<file path="src/rtl/idex_pipe_if.sv">
// Bundle channel between decode, the ID/EX boundary register and execute.
// The slave modport is the pipeline stage; the master modport is its environment.
interface idex_pipe_if #(
  parameter int DATA_WIDTH = 64,
  parameter int CNT_WIDTH  = 32
);
  logic                  in_valid_i;
  logic                  in_ready_o;
  logic                  ers1_i;
  logic                  ers2_i;
  logic [2:0]            specinst_i;
  logic [3:0]            aluop_i;
  logic [4:0]            rd_i;
  logic [DATA_WIDTH-1:0] rs1_i;
  logic [DATA_WIDTH-1:0] rs2_i;
  logic [DATA_WIDTH-1:0] pc_i;
  logic [DATA_WIDTH-1:0] imme_i;
  logic                  out_valid_o;
  logic                  out_ready_i;
  logic                  ers1_o;
  logic                  ers2_o;
  logic [2:0]            specinst_o;
  logic [3:0]            aluop_o;
  logic [4:0]            rd_o;
  logic [DATA_WIDTH-1:0] rs1_o;
  logic [DATA_WIDTH-1:0] rs2_o;
  logic [DATA_WIDTH-1:0] pc_o;
  logic [DATA_WIDTH-1:0] imme_o;
  logic                  flush_i;
  logic [CNT_WIDTH-1:0]  stall_cnt_o;

  modport slave (
    input  in_valid_i, ers1_i, ers2_i, specinst_i, aluop_i, rd_i,
           rs1_i, rs2_i, pc_i, imme_i, out_ready_i, flush_i,
    output in_ready_o, out_valid_o, ers1_o, ers2_o, specinst_o, aluop_o,
           rd_o, rs1_o, rs2_o, pc_o, imme_o, stall_cnt_o
  );

  modport master (
    output in_valid_i, ers1_i, ers2_i, specinst_i, aluop_i, rd_i,
           rs1_i, rs2_i, pc_i, imme_i, out_ready_i, flush_i,
    input  in_ready_o, out_valid_o, ers1_o, ers2_o, specinst_o, aluop_o,
           rd_o, rs1_o, rs2_o, pc_o, imme_o, stall_cnt_o
  );
endinterface

</file>
<file path="src/rtl/idex_pipe.sv">
// ID->EX pipeline boundary: two-entry skid buffer with registered ready,
// synchronous redirect flush and a saturating back-pressure counter.
module idex_pipe #(
  parameter int DATA_WIDTH = 64,
  parameter int CNT_WIDTH  = 32
) (
  input logic         clk,
  input logic         rst_n,
  idex_pipe_if.slave  bus
);
  localparam int BW = 2 + 3 + 4 + 5 + 4 * DATA_WIDTH;

  localparam logic [1:0] S_EMPTY = 2'd0;
  localparam logic [1:0] S_ONE   = 2'd1;
  localparam logic [1:0] S_FULL  = 2'd2;

  logic [1:0]           r_state;
  logic                 r_in_ready;
  logic                 r_out_valid;
  logic [BW-1:0]        r_main;
  logic [BW-1:0]        r_skid;
  logic [CNT_WIDTH-1:0] r_stall_cnt;

  logic [BW-1:0]        w_in_bundle;
  logic                 w_in_fire;
  logic                 w_out_fire;
  logic [1:0]           w_state_nxt;
  logic                 w_load_main_in;
  logic                 w_load_main_skid;
  logic                 w_load_skid;

  assign w_in_bundle = {bus.ers1_i, bus.ers2_i, bus.specinst_i, bus.aluop_i, bus.rd_i,
                        bus.rs1_i, bus.rs2_i, bus.pc_i, bus.imme_i};
  assign w_in_fire   = bus.in_valid_i && r_in_ready;
  assign w_out_fire  = r_out_valid && bus.out_ready_i;

  assign bus.in_ready_o  = r_in_ready;
  assign bus.out_valid_o = r_out_valid;
  assign bus.stall_cnt_o = r_stall_cnt;
  assign {bus.ers1_o, bus.ers2_o, bus.specinst_o, bus.aluop_o, bus.rd_o,
          bus.rs1_o, bus.rs2_o, bus.pc_o, bus.imme_o} = r_main;

  // Next state and payload moves; flush overrides every fire.
  always_comb begin
    w_state_nxt      = r_state;
    w_load_main_in   = 1'b0;
    w_load_main_skid = 1'b0;
    w_load_skid      = 1'b0;
    if (bus.flush_i) begin
      w_state_nxt = S_EMPTY;
    end else begin
      case (r_state)
        S_EMPTY: begin
          if (w_in_fire) begin
            w_state_nxt    = S_ONE;
            w_load_main_in = 1'b1;
          end else begin
            w_state_nxt = S_EMPTY;
          end
        end
        S_ONE: begin
          if (w_in_fire && w_out_fire) begin
            w_state_nxt    = S_ONE;
            w_load_main_in = 1'b1;
          end else if (w_in_fire) begin
            w_state_nxt = S_FULL;
            w_load_skid = 1'b1;
          end else if (w_out_fire) begin
            w_state_nxt = S_EMPTY;
          end else begin
            w_state_nxt = S_ONE;
          end
        end
        S_FULL: begin
          if (w_out_fire) begin
            w_state_nxt      = S_ONE;
            w_load_main_skid = 1'b1;
          end else begin
            w_state_nxt = S_FULL;
          end
        end
        default: begin
          w_state_nxt = S_EMPTY;
        end
      endcase
    end
  end

  // Control state; ready/valid are registered copies of the next state decode.
  always_ff @(posedge clk or negedge rst_n) begin
    if (!rst_n) begin
      r_state     <= S_EMPTY;
      r_in_ready  <= 1'b1;
      r_out_valid <= 1'b0;
    end else begin
      r_state     <= w_state_nxt;
      r_in_ready  <= (w_state_nxt != S_FULL);
      r_out_valid <= (w_state_nxt != S_EMPTY);
    end
  end

  // Payload storage; stale contents survive a flush.
  always_ff @(posedge clk or negedge rst_n) begin
    if (!rst_n) begin
      r_main <= {BW{1'b0}};
      r_skid <= {BW{1'b0}};
    end else begin
      if (w_load_main_in) begin
        r_main <= w_in_bundle;
      end else if (w_load_main_skid) begin
        r_main <= r_skid;
      end
      if (w_load_skid) begin
        r_skid <= w_in_bundle;
      end
    end
  end

  // Saturating stall counter, counts through flush cycles too.
  always_ff @(posedge clk or negedge rst_n) begin
    if (!rst_n) begin
      r_stall_cnt <= {CNT_WIDTH{1'b0}};
    end else if (r_out_valid && !bus.out_ready_i && (r_stall_cnt != {CNT_WIDTH{1'b1}})) begin
      r_stall_cnt <= r_stall_cnt + {{(CNT_WIDTH-1){1'b0}}, 1'b1};
    end
  end
endmodule

</file>
<file path="src/flat_wrapper.sv">
// flat-port wrapper written by rule: the top's interface ports become plain ports
module idex_pipe_flat 
#(
  parameter int DATA_WIDTH = 64,
  parameter int CNT_WIDTH  = 32
)
  (clk, rst_n, bus_in_valid_i, bus_ers1_i, bus_ers2_i, bus_specinst_i, bus_aluop_i, bus_rd_i, bus_rs1_i, bus_rs2_i, bus_pc_i, bus_imme_i, bus_out_ready_i, bus_flush_i, bus_in_ready_o, bus_out_valid_o, bus_ers1_o, bus_ers2_o, bus_specinst_o, bus_aluop_o, bus_rd_o, bus_rs1_o, bus_rs2_o, bus_pc_o, bus_imme_o, bus_stall_cnt_o);
  idex_pipe_if #(.DATA_WIDTH(DATA_WIDTH), .CNT_WIDTH(CNT_WIDTH)) bus_i ();
  input logic clk;
  input logic rst_n;
  input wire logic [$bits(bus_i.in_valid_i)-1:0] bus_in_valid_i;
  input wire logic [$bits(bus_i.ers1_i)-1:0] bus_ers1_i;
  input wire logic [$bits(bus_i.ers2_i)-1:0] bus_ers2_i;
  input wire logic [$bits(bus_i.specinst_i)-1:0] bus_specinst_i;
  input wire logic [$bits(bus_i.aluop_i)-1:0] bus_aluop_i;
  input wire logic [$bits(bus_i.rd_i)-1:0] bus_rd_i;
  input wire logic [$bits(bus_i.rs1_i)-1:0] bus_rs1_i;
  input wire logic [$bits(bus_i.rs2_i)-1:0] bus_rs2_i;
  input wire logic [$bits(bus_i.pc_i)-1:0] bus_pc_i;
  input wire logic [$bits(bus_i.imme_i)-1:0] bus_imme_i;
  input wire logic [$bits(bus_i.out_ready_i)-1:0] bus_out_ready_i;
  input wire logic [$bits(bus_i.flush_i)-1:0] bus_flush_i;
  output wire logic [$bits(bus_i.in_ready_o)-1:0] bus_in_ready_o;
  output wire logic [$bits(bus_i.out_valid_o)-1:0] bus_out_valid_o;
  output wire logic [$bits(bus_i.ers1_o)-1:0] bus_ers1_o;
  output wire logic [$bits(bus_i.ers2_o)-1:0] bus_ers2_o;
  output wire logic [$bits(bus_i.specinst_o)-1:0] bus_specinst_o;
  output wire logic [$bits(bus_i.aluop_o)-1:0] bus_aluop_o;
  output wire logic [$bits(bus_i.rd_o)-1:0] bus_rd_o;
  output wire logic [$bits(bus_i.rs1_o)-1:0] bus_rs1_o;
  output wire logic [$bits(bus_i.rs2_o)-1:0] bus_rs2_o;
  output wire logic [$bits(bus_i.pc_o)-1:0] bus_pc_o;
  output wire logic [$bits(bus_i.imme_o)-1:0] bus_imme_o;
  output wire logic [$bits(bus_i.stall_cnt_o)-1:0] bus_stall_cnt_o;
  assign bus_i.in_valid_i = bus_in_valid_i;
  assign bus_i.ers1_i = bus_ers1_i;
  assign bus_i.ers2_i = bus_ers2_i;
  assign bus_i.specinst_i = bus_specinst_i;
  assign bus_i.aluop_i = bus_aluop_i;
  assign bus_i.rd_i = bus_rd_i;
  assign bus_i.rs1_i = bus_rs1_i;
  assign bus_i.rs2_i = bus_rs2_i;
  assign bus_i.pc_i = bus_pc_i;
  assign bus_i.imme_i = bus_imme_i;
  assign bus_i.out_ready_i = bus_out_ready_i;
  assign bus_i.flush_i = bus_flush_i;
  assign bus_in_ready_o = bus_i.in_ready_o;
  assign bus_out_valid_o = bus_i.out_valid_o;
  assign bus_ers1_o = bus_i.ers1_o;
  assign bus_ers2_o = bus_i.ers2_o;
  assign bus_specinst_o = bus_i.specinst_o;
  assign bus_aluop_o = bus_i.aluop_o;
  assign bus_rd_o = bus_i.rd_o;
  assign bus_rs1_o = bus_i.rs1_o;
  assign bus_rs2_o = bus_i.rs2_o;
  assign bus_pc_o = bus_i.pc_o;
  assign bus_imme_o = bus_i.imme_o;
  assign bus_stall_cnt_o = bus_i.stall_cnt_o;
  idex_pipe #(.DATA_WIDTH(DATA_WIDTH), .CNT_WIDTH(CNT_WIDTH)) u_core (.clk(clk), .rst_n(rst_n), .bus(bus_i));
endmodule
</file>
<file path="config.mk">
export PLATFORM = sky130hd
export DESIGN_NAME = idex_pipe_flat
export DESIGN_NICKNAME = d
export VERILOG_FILES = /design/src/rtl/idex_pipe_if.sv /design/src/rtl/idex_pipe.sv /design/src/flat_wrapper.sv
export SDC_FILE = /design/constraint.sdc
export NUM_CORES = 1
export LEC_CHECK = 0
export CAP_MARGIN = 20
export CORE_MARGIN = 4
export CORE_UTILIZATION = 45
export CTS_BUF_LIST = sky130_fd_sc_hd__clkbuf_8
export CTS_CLUSTER_SIZE = 20
export DETAILED_ROUTE_END_ITERATION = 12
export PLACE_DENSITY = 0.77
export SYNTH_ARGS = -nofsm -noshare
export SYNTH_HDL_FRONTEND = slang
export SYNTH_SLANG_ARGS = --single-unit
</file>
<file path="constraint.sdc">
create_clock -name clk -period 2.1 [get_ports clk]
set_input_delay 0.315 -clock clk [delete_from_list [all_inputs] [get_ports clk]]
set_output_delay 0.315 -clock clk [all_outputs]
set_load 0.01 [all_outputs]
</file>
==> impl_metrics.env <==
export IMPL_wl_per_cell_um=21.0
export IMPL_drc=0
export IMPL_crit_fanout=8
export IMPL_final_antenna_net_count=0
export IMPL_p_leak_nw=16.3
export IMPL_syn_area_sq_um=24000
export IMPL_portBuffers=578
export IMPL_path_clk_slew_ns=0.06
export IMPL_grt_pass1_wl_mm=106
export IMPL_first_iter_violations=1054
export IMPL_post_place_ws_ns=-0.330
export IMPL_crit_path_end_kind="flop"
export IMPL_fin_crit_ns=2.13
export IMPL_die_area_sq_um=57100
export IMPL_maxCapViolations=0
export IMPL_cts_root_buf="clkbuf_8"
export IMPL_grt_max_degree=93
export IMPL_core_area_sq_um=52700
export IMPL_syn_nets=2191
export IMPL_syn_avg_cell_area_sq_um=12.5
export IMPL_synth_largest_area_cell="dfrtp_1"
export IMPL_grt_overflow_total=0
export IMPL_slew_limit_headroom_pct=65.1
export IMPL_ys_seq_elements=576
export IMPL_crit_required_ns=2.66
export IMPL_synth_async_sr_flop_share_pct=100
export IMPL_ctsHtreeMaxLevel=3
export IMPL_clk_latency_ns=0.69
export IMPL_violations="negative setup slack"
export IMPL_synth_cells=1913
export IMPL_ys_warn_count=0
export IMPL_cellPowerDensity_nw_per_um2=1070
export IMPL_drt_first_pass_iters=5
export IMPL_grt_usage_pct=23.5
export IMPL_hold_path_class="in2async"
export IMPL_globalplace_congestion=0.859
export IMPL_fmax_mhz=468
export IMPL_start_util_pct=45.5
export IMPL_rsz0062_at_grt="yes"
export IMPL_max_clock_path_buffers=3
export IMPL_nets=2891
export IMPL_synth_top_cell_area_share_pct=60.0
export IMPL_worst_pin_slew_ns=0.516
export IMPL_finalHoldViolations=0
export IMPL_drive_gt1_share_pct=21.1
export IMPL_setup_viol=2
export IMPL_antenna_found_initial=19
export IMPL_die_w_um=239
export IMPL_dpl_hpwl_mm=49.8
export IMPL_rows=84
export IMPL_wl_mm=71.3
export IMPL_synth_flop_cell="dfrtp_1"
export IMPL_viasPerCell=5.23
export IMPL_grt_pass1_vias=18700
export IMPL_worstSetupStartpointType="flop"
export IMPL_final_max_slew_violation_count=0
export IMPL_cts_buffers=98
export IMPL_worst_slack_ns=-0.0350
export IMPL_crit_arrival_ns=2.69
export IMPL_synth_edf_count=0
export IMPL_n_fill_cell=3928
export IMPL_synth_seq_area_share_pct=60.1
export IMPL_io_pins=579
export IMPL_syn_to_final_growth_pct=41.5
export IMPL_outcome="finished with violations"
export IMPL_period_share_pct=102
export IMPL_cts_tree="yes"
export IMPL_synth_top_cells_by_area="dfrtp_1 60%, mux2_2 13%, mux2i_1 11%"
export IMPL_fin_skew_ns=0.0273
export IMPL_die_h_um=239
export IMPL_cts_sinks=576
export IMPL_final_setup_tns_ns=-0.0410
export IMPL_vdd_drop_max_uv=713
export IMPL_synth_cell_types=45
export IMPL_crit_type="reg2reg"
export IMPL_route_vias_total=17700
timing repair:
| item | in CTS | in global routing |
|---|---|---|
| gates resized for setup | 19 | 58 |
| endpoints found under the hold margin | 263 | 0 |
| gates cloned | 1 | 17 |
| pin swaps | 1 | 5 |
| hold buffers | 1 | 0 |
| setup buffers | 1 | 6 |
| endpoints found under the setup margin | 51 | 457 |
critical path, cell delays in order, from the launching register on:
cell and delay (ns):
dfrtp_1 0.41, ha_4 0.17, and4_4 0.22, nand4_1 0.21, or4_4 0.63, nand2_4 0.10
mux2_4 0.29
synthesized netlist by cell type, drive strengths merged, types with 2 or more instances:
cell type  count
nor4           4
nand2        285
nand4         15
mux2         272
clkbuf        43
nand3         17
nand2b         2
nor3           5
ha             3
buf           79
o21ai        271
and4           3
nor3b          3
mux2i        272
xnor2         23
inv            4
and2           2
o21a           2
and3           7
nor2b          2
nor2           6
a21oi          2
dfrtp        575
xor2           4
placed cells by master (no fill, tap or decap), types with 5 or more instances in the layout:
| master | n |
|---|---|
| dfrtp_1 | 571 |
| xnor2_1 | 23 |
| mux2_2 | 271 |
| and3_1 | 6 |
| clkinv_2 | 5 |
| buf_4 | 79 |
| clkbuf_16 | 10 |
| clkdlybuf4s50_1 | 556 |
| buf_12 | 32 |
| nand3_1 | 16 |
| nand2_1 | 283 |
| o21ai_0 | 249 |
| inv_1 | 48 |
| o21ai_1 | 22 |
| buf_6 | 12 |
| nand4_1 | 14 |
| mux2i_1 | 271 |
| nor2_1 | 6 |
| diode_2 | 17 |
| dlymetal6s2s_1 | 7 |
| clkbuf_8 | 118 |
| buf_16 | 7 |
| dlygate4sd2_1 | 13 |
stage by stage:
| stage | instance area [sq um] | util [%] | hold WS (ns) | power (mW) | cells |
|---|---|---|---|---|---|
| 2_1_floorplan | 24000 | - | 0.0194 | 21.1 | 1913 |
| 6_report | 33900 | 64.5 | 0.144 | 36.4 | 3391 |
| 4_1_cts | 33400 | 63.4 | 0.0834 | 36.4 | 3351 |
| 3_3_place_gp | 31500 | 59.7 | 0.263 | 26.2 | 3175 |
| 3_5_place_dp | 31500 | 59.7 | 0.268 | 26.8 | 3175 |
| 5_1_grt | 33900 | 64.5 | 0.130 | 38.3 | 3388 |
cell type report:
type,count,area [sq um],area share [%]
Antenna cell,17,42.5,0.125
Clock buffer,118,1620,4.78
Clock inverter,55,238,0.700
Inverter,4,15.0,0.0442
Multi-Input combinational cell,1211,9090,26.8
Sequential cell,576,14400,42.5
Tap cell,688,861,2.54
Timing Repair Buffer,722,7660,22.6
flip-flops by register name, summed over array words and instances (netlist names):
name	flops
u_core.bus.stall_cnt_o	32
u_core.r_main	270
u_core.bus.in_ready_o	1
u_core.r_state	2
u_core.bus.out_valid_o	1
u_core.r_skid	270
kinds of logic after synthesis:
family          synth area share (%)
fa+ha+maj                      0.157
xor+xnor                       0.986
simple gates                    6.36
compound gates                  5.97
buf+inv                         2.31
flops                           60.1
mux                             24.1
report_power, final:
part	total [mW]	switching, mW	leakage [nW]	internal [mW]
Combinational	9.87	3.99	8.11	5.88
Sequential	17.0	2.17	7.11	14.9
Clock	9.51	4.46	1.11	5.05
Total	36.4	10.6	16.3	25.8
metal layers:
metal / track usage [%] / up-vias / wire, um
met5: 0 / - / 45
met4: 11.3 / 6 / 3170
met3: 7.19 / 178 / 4970
met2: 39.1 / 571 / 35600
met1: 27.8 / 8884 / 27500
li1: - / 8110 / -
path summary, 6_finish.rpt:
kind	from	end	slack [ns]	cells after the start
worst min register to register	u_core.bus.stall_cnt_o[23]	u_core.bus.stall_cnt_o[23]	0.50	1
worst min-delay path	rst_n	u_core.r_main[112]	0.14	2
min in group clk	bus_rs2_i[15]	u_core.r_main[143]	0.20	3
worst max register to register	u_core.bus.stall_cnt_o[0]	u_core.bus.stall_cnt_o[1]	-0.03	6
max in group asynchronous	rst_n	u_core.r_main[258]	1.06	3
worst max-delay path	u_core.bus.stall_cnt_o[0]	u_core.bus.stall_cnt_o[1]	-0.03	6
Power figures use the tool's default switching activity.
==> variant 1 (same settings) <==
`CNT_WIDTH` is set to 32 in 3 places; all go to 48.
--- a/src/rtl/idex_pipe_if.sv
+++ b/src/rtl/idex_pipe_if.sv
@@ -4,3 +4,3 @@
   parameter int DATA_WIDTH = 64,
-  parameter int CNT_WIDTH  = 32
+  parameter int CNT_WIDTH  = 48
 );
--- a/src/rtl/idex_pipe.sv
+++ b/src/rtl/idex_pipe.sv
@@ -4,3 +4,3 @@
   parameter int DATA_WIDTH = 64,
-  parameter int CNT_WIDTH  = 32
+  parameter int CNT_WIDTH  = 48
 ) (
--- a/src/flat_wrapper.sv
+++ b/src/flat_wrapper.sv
@@ -4,3 +4,3 @@
   parameter int DATA_WIDTH = 64,
-  parameter int CNT_WIDTH  = 32
+  parameter int CNT_WIDTH  = 48
 )
Ports: changed (resized bus_stall_cnt_o); port bits go from 579 to 595. No check against the original RTL was run, so the function may have changed too.
==> variant 1 against the unedited design <==
- routed wire length is 2.1% higher
- count of clock-buffer cells in the layout up 21
- final area is 3.7% higher
- synthesized area increased by 3.2%
- critical path type unchanged
- first-iteration DRC count rose by 0.28%
- setup slack gained 0.072 ns
- critical endpoint is now u_core.r_skid[157]
- sequential cell count increased by 16
- cell count up 2.4%
- core utilization rose by 0.56 points
- power rose by 4.3%
==> variant 1: results (changes against the unedited design) <==
- Clock skew: 0.01922 ns (-0.008109 ns)
- Initial antenna violation count: 11 (-8)
- Final #Nets: 2961 (+2.4%)
- R2R Setup Slk: 0.04 ns (+0.07 ns)
- Status: complete, no violations
- PortBufs: 594 (+2.8%)
- Syn nets: 2254 (+2.9%)
- Total sequential power: 17.4 mW (+2%)
- CP max-delay cell: dfstp_2
- Top cells by area, synth: dfrtp_1 (60%), mux2_2 (12%), mux2i_1 (11%), o21ai_0 (5.5%), nand2_1 (4.4%)
- Mapped Cells: 1976 (+3.3%)
- Layout cells sized above 1: 21.11% (about the same)
- GPL Wtd Cong: 0.8724 (+1.5%)
- Adder-cell share of the synthesized area: 0.1516% (-0.0049 points)
- CP startpoint: u_core.bus.in_ready_o
- CP peak stage delay: 0.52 ns (-0.11 ns)
- Setup Buffers After CTS: 3 (+2)
- Dpl hpwl: 50.68 mm (+1.8%)
- WP data arrival: 2.61 ns (-0.08 ns)
- Max Clk Rate: 0.4847 GHz (+3.5%)
- Largest net degree at the start of global routing: 81 (-13%)
- Net Sw Frac: 28.69% (-0.50 points)
- Seq/Total Area, Yosys: 59.85% (-0.26 points)
- Total track usage: 23.41% (-0.057 points)
- Reg-to-reg endpoint: u_core.r_skid[157]
- Dpl cells: 3256 (+2.6%)
- Peak VDD IR: 0.7084 mV (-0.68%)
- Synth Area in Compound Gates: 5.590% (-0.38 points)
- Pre-CTS setup slack: -0.3523 ns (-0.02218 ns)
- Worst hold slack: 0.1531 ns (+0.008821 ns)
- Comb pwr: 9.80 mW (-0.7%)
- Filler Cell Count: 3935 (+0.18%)
variant 1: cell count changes after synthesis, moves of 3 or more:
cell / change
buf_2: +18
dfrtp_1: +16
xnor2_1: +16
buf_1: -13
nand4_1: +13
and4_1: +7
nand2_1: +6
nor3_1: +6
nor4_1: -4
xor2_1: +4
and2_1: +3
clkbuf_1: -3
nand3_1: +3
nand4b_1: +3
variant 1: final cells by class:
cell class	count	area (sq um)	area share, %
Antenna cell	9	22.52	0.06398
Clock buffer	139	1913	5.435
Clock inverter	45	250.2	0.7109
Inverter	3	11.26	0.03199
Multi-Input combinational cell	1259	9564	27.17
Sequential cell	592	14820	42.11
Tap cell	696	870.8	2.474
Timing Repair Buffer	728	7746	22.00
variant 1: layer usage:
layer  GRT usage [%]  vias up  share of wire [%]
li1                -     8353                  -
met1           27.49     9214                 39
met2           39.31      616                 49
met3           8.511      164                8.1
met4           9.186        4                3.7
met5               0        -              0.037
==> variant 2 (same settings) <==
Without the edit above. Reset style: synchronous (`rst_n`), changed in 3 clocked blocks.
--- a/src/rtl/idex_pipe.sv
+++ b/src/rtl/idex_pipe.sv
@@ -89,3 +89,3 @@
   // Control state; ready/valid are registered copies of the next state decode.
-  always_ff @(posedge clk or negedge rst_n) begin
+  always_ff @(posedge clk) begin
     if (!rst_n) begin
@@ -102,3 +102,3 @@
   // Payload storage; stale contents survive a flush.
-  always_ff @(posedge clk or negedge rst_n) begin
+  always_ff @(posedge clk) begin
     if (!rst_n) begin
@@ -119,3 +119,3 @@
   // Saturating stall counter, counts through flush cycles too.
-  always_ff @(posedge clk or negedge rst_n) begin
+  always_ff @(posedge clk) begin
     if (!rst_n) begin
Check against the original RTL: not equivalent (a bounded check fails within 4 cycles, from zero or initial values and one cycle with rst_n low; the reset may be asserted at any time).
==> variant 2 against the unedited design <==
- the flow still finishes with violations (setup timing)
- final area down 7.0%
- count of clock-buffer cells in the layout down 3
- hold slack improved by 0.070 ns
- synthesized area shrank 8.9%
- routed wire length rose by 11%
- synthesized cell count increased by 21%
- sequential cell count did not move
- core utilization is 1.5 points higher
- via count rose by 20%
- setup slack better by 0.028 ns
Power is not compared: it rests on default switching activity, and its combinational part moved more than twofold at a synthesized area within 25%.
==> variant 2: results (changes against the unedited design) <==
- Routed met2 length: 38.15 mm (+7.3%)
- Ys Warns: 0 (unchanged)
- Dpl hpwl: 51.17 mm (+2.8%)
- Num CTS Buffers: 92 (-6.1%)
- Worst hold slack: 0.2139 ns (+0.06968 ns)
- Final #Nets: 3192 (+10%)
- Seq/Total Area, Yosys: 52.80% (-7.3 points)
- HP Class: in2reg
- Filler Cell Count: 3541 (-9.9%)
- Final hold violation count: 0 (unchanged)
- Reg-to-reg endpoint: u_core.r_main[153]
- Largest net degree at the start of global routing: 109 (+17%)
- Setup Buffers After CTS: 0 (-1)
- Setup ws final: -0.007115 ns (+0.02787 ns)
- DRT Wirelength: 79.03 mm (+11%)
- Clock skew: 0.02997 ns (+0.002642 ns)
- Vias per cell: 5.905 (+13%)
- Leakage: between 10 and 15 nW
- Global-route wire length before repair: 117.5 mm (+11%)
- Initial antenna violation count: 16 (-3)
- # resized after CTS: 2 (-17)
- Syn nets: 2598 (+19%)
- Vias in the first global route: 20930 (+12%)
- CP max-delay cell: or3_4
- Placed cell area: 28830 sq um (-8.3%)
- Layout cells sized above 1: 15.38% (-5.7 points)
- Netlist cell types: 48 (+6.7%)
- GPL Wtd Cong: 0.8834 (+2.8%)
- GRT met1 Usage: 33.05% (+5.3 points)
- Met3 wire length: 7.409 mm (+49%)
- Initial DRC count: 2122 (+100%)
- Pre-CTS setup slack: -0.4892 ns (-0.1591 ns)
- Met2 global-route usage: 45.37% (+6.2 points)
- Slew Limit Headroom: 57.62% (-7.5 points)
- Failing checks: setup timing
- Top cells by count, synth: dfxtp_1 (576), nand2_1 (562), a21oi_1 (285)
- DRT Pass-1 Iters: 7 (+2)
- Status: complete, but fails checks
- Top cells by area, synth: dfxtp_1 (53%), nand2_1 (9.7%), o22ai_1 (7.7%), o2bb2ai_2 (7.0%), o2bb2ai_1 (6.7%)
- WP data arrival: 2.68 ns (about the same)
- Total track usage: 27.43% (+4.0 points)
- CP peak stage delay: 0.46 ns (-0.17 ns)
- # setup viols final: 1 (-1)
- CP startpoint: u_core.bus.in_ready_o
- R2R cell count: 8 (+2)
- Skew-Pair Late Insertion Delay: 0.67 ns (-0.02 ns)
- Critical path peak fanout: 71 (+63)
- Hold worst-path end: u_core.r_skid[212]
- Cell family contributing the most delay on the critical path: simple AND/OR/NAND/NOR gates
- M1 WL: 29.87 mm (+8.6%)
- Routing usage on met3: 7.627% (+0.44 points)
- Asr flop ratio synth: 0% (-100 points)
[variant 2: cell count changes after synthesis, sizes merged, moves of 8 or more]
| cell | unedited run | this run |
|---|---|---|
| clkbuf | 43 | 120 |
| mux2i | 272 | 11 |
| mux2 | 272 | 0 |
| a21oi | 2 | 285 |
| o21ai | 271 | 6 |
| nand2b | 2 | 11 |
| buf | 79 | 97 |
| xnor2 | 23 | 6 |
| o22ai | 0 | 270 |
| nand3 | 17 | 9 |
| o2bb2ai | 0 | 269 |
| dfxtp | 0 | 576 |
| dfrtp | 575 | 0 |
| nand2 | 285 | 562 |
[variant 2: kinds of logic after synthesis]
logic type / share of synthesized area [%]
AOI/OAI and AO/OA: 28.79
xor gates and xnor gates: 0.2807
and+or+nand+nor: 12.40
DFF: 52.80
buffers and inverters: 5.047
adders and majority gates: 0.1719
muxes: 0.5042
[variant 2: power by group through the flow]
stage	combinational [mW]	sequential, mW	clock (mW)
floorplan	1.02	11.6	0
global placement	2.42	11.5	0
detailed placement	2.46	11.5	0
CTS	2.47	11.3	9.80
global route	2.77	11.3	10.3
finish	2.64	11.3	9.68
[variant 2: metrics by stage]
stage	TNS [ns]	cells	total power, mW
final	-0.007115	3612	23.63
after global routing	-2.374	3609	24.41
after CTS	-0.03377	3584	23.57
after detailed placement	-188.79	3419	13.99
after global placement	-184.90	3419	13.94
after floorplan	0	2320	12.58
[variant 2: cell type report]
type                       instances  area, sq um  share of cell area, %
tap                              615        769.5                  2.438
clock inverter                    50        277.8                 0.8799
timing repair buffer             717         7700                  24.39
inverter                           4        22.52                0.07135
multi-input combinational       1523         9649                  30.57
antenna                           12        30.03                0.09513
clock buffer                     115         1583                  5.014
sequential                       576        11530                  36.54
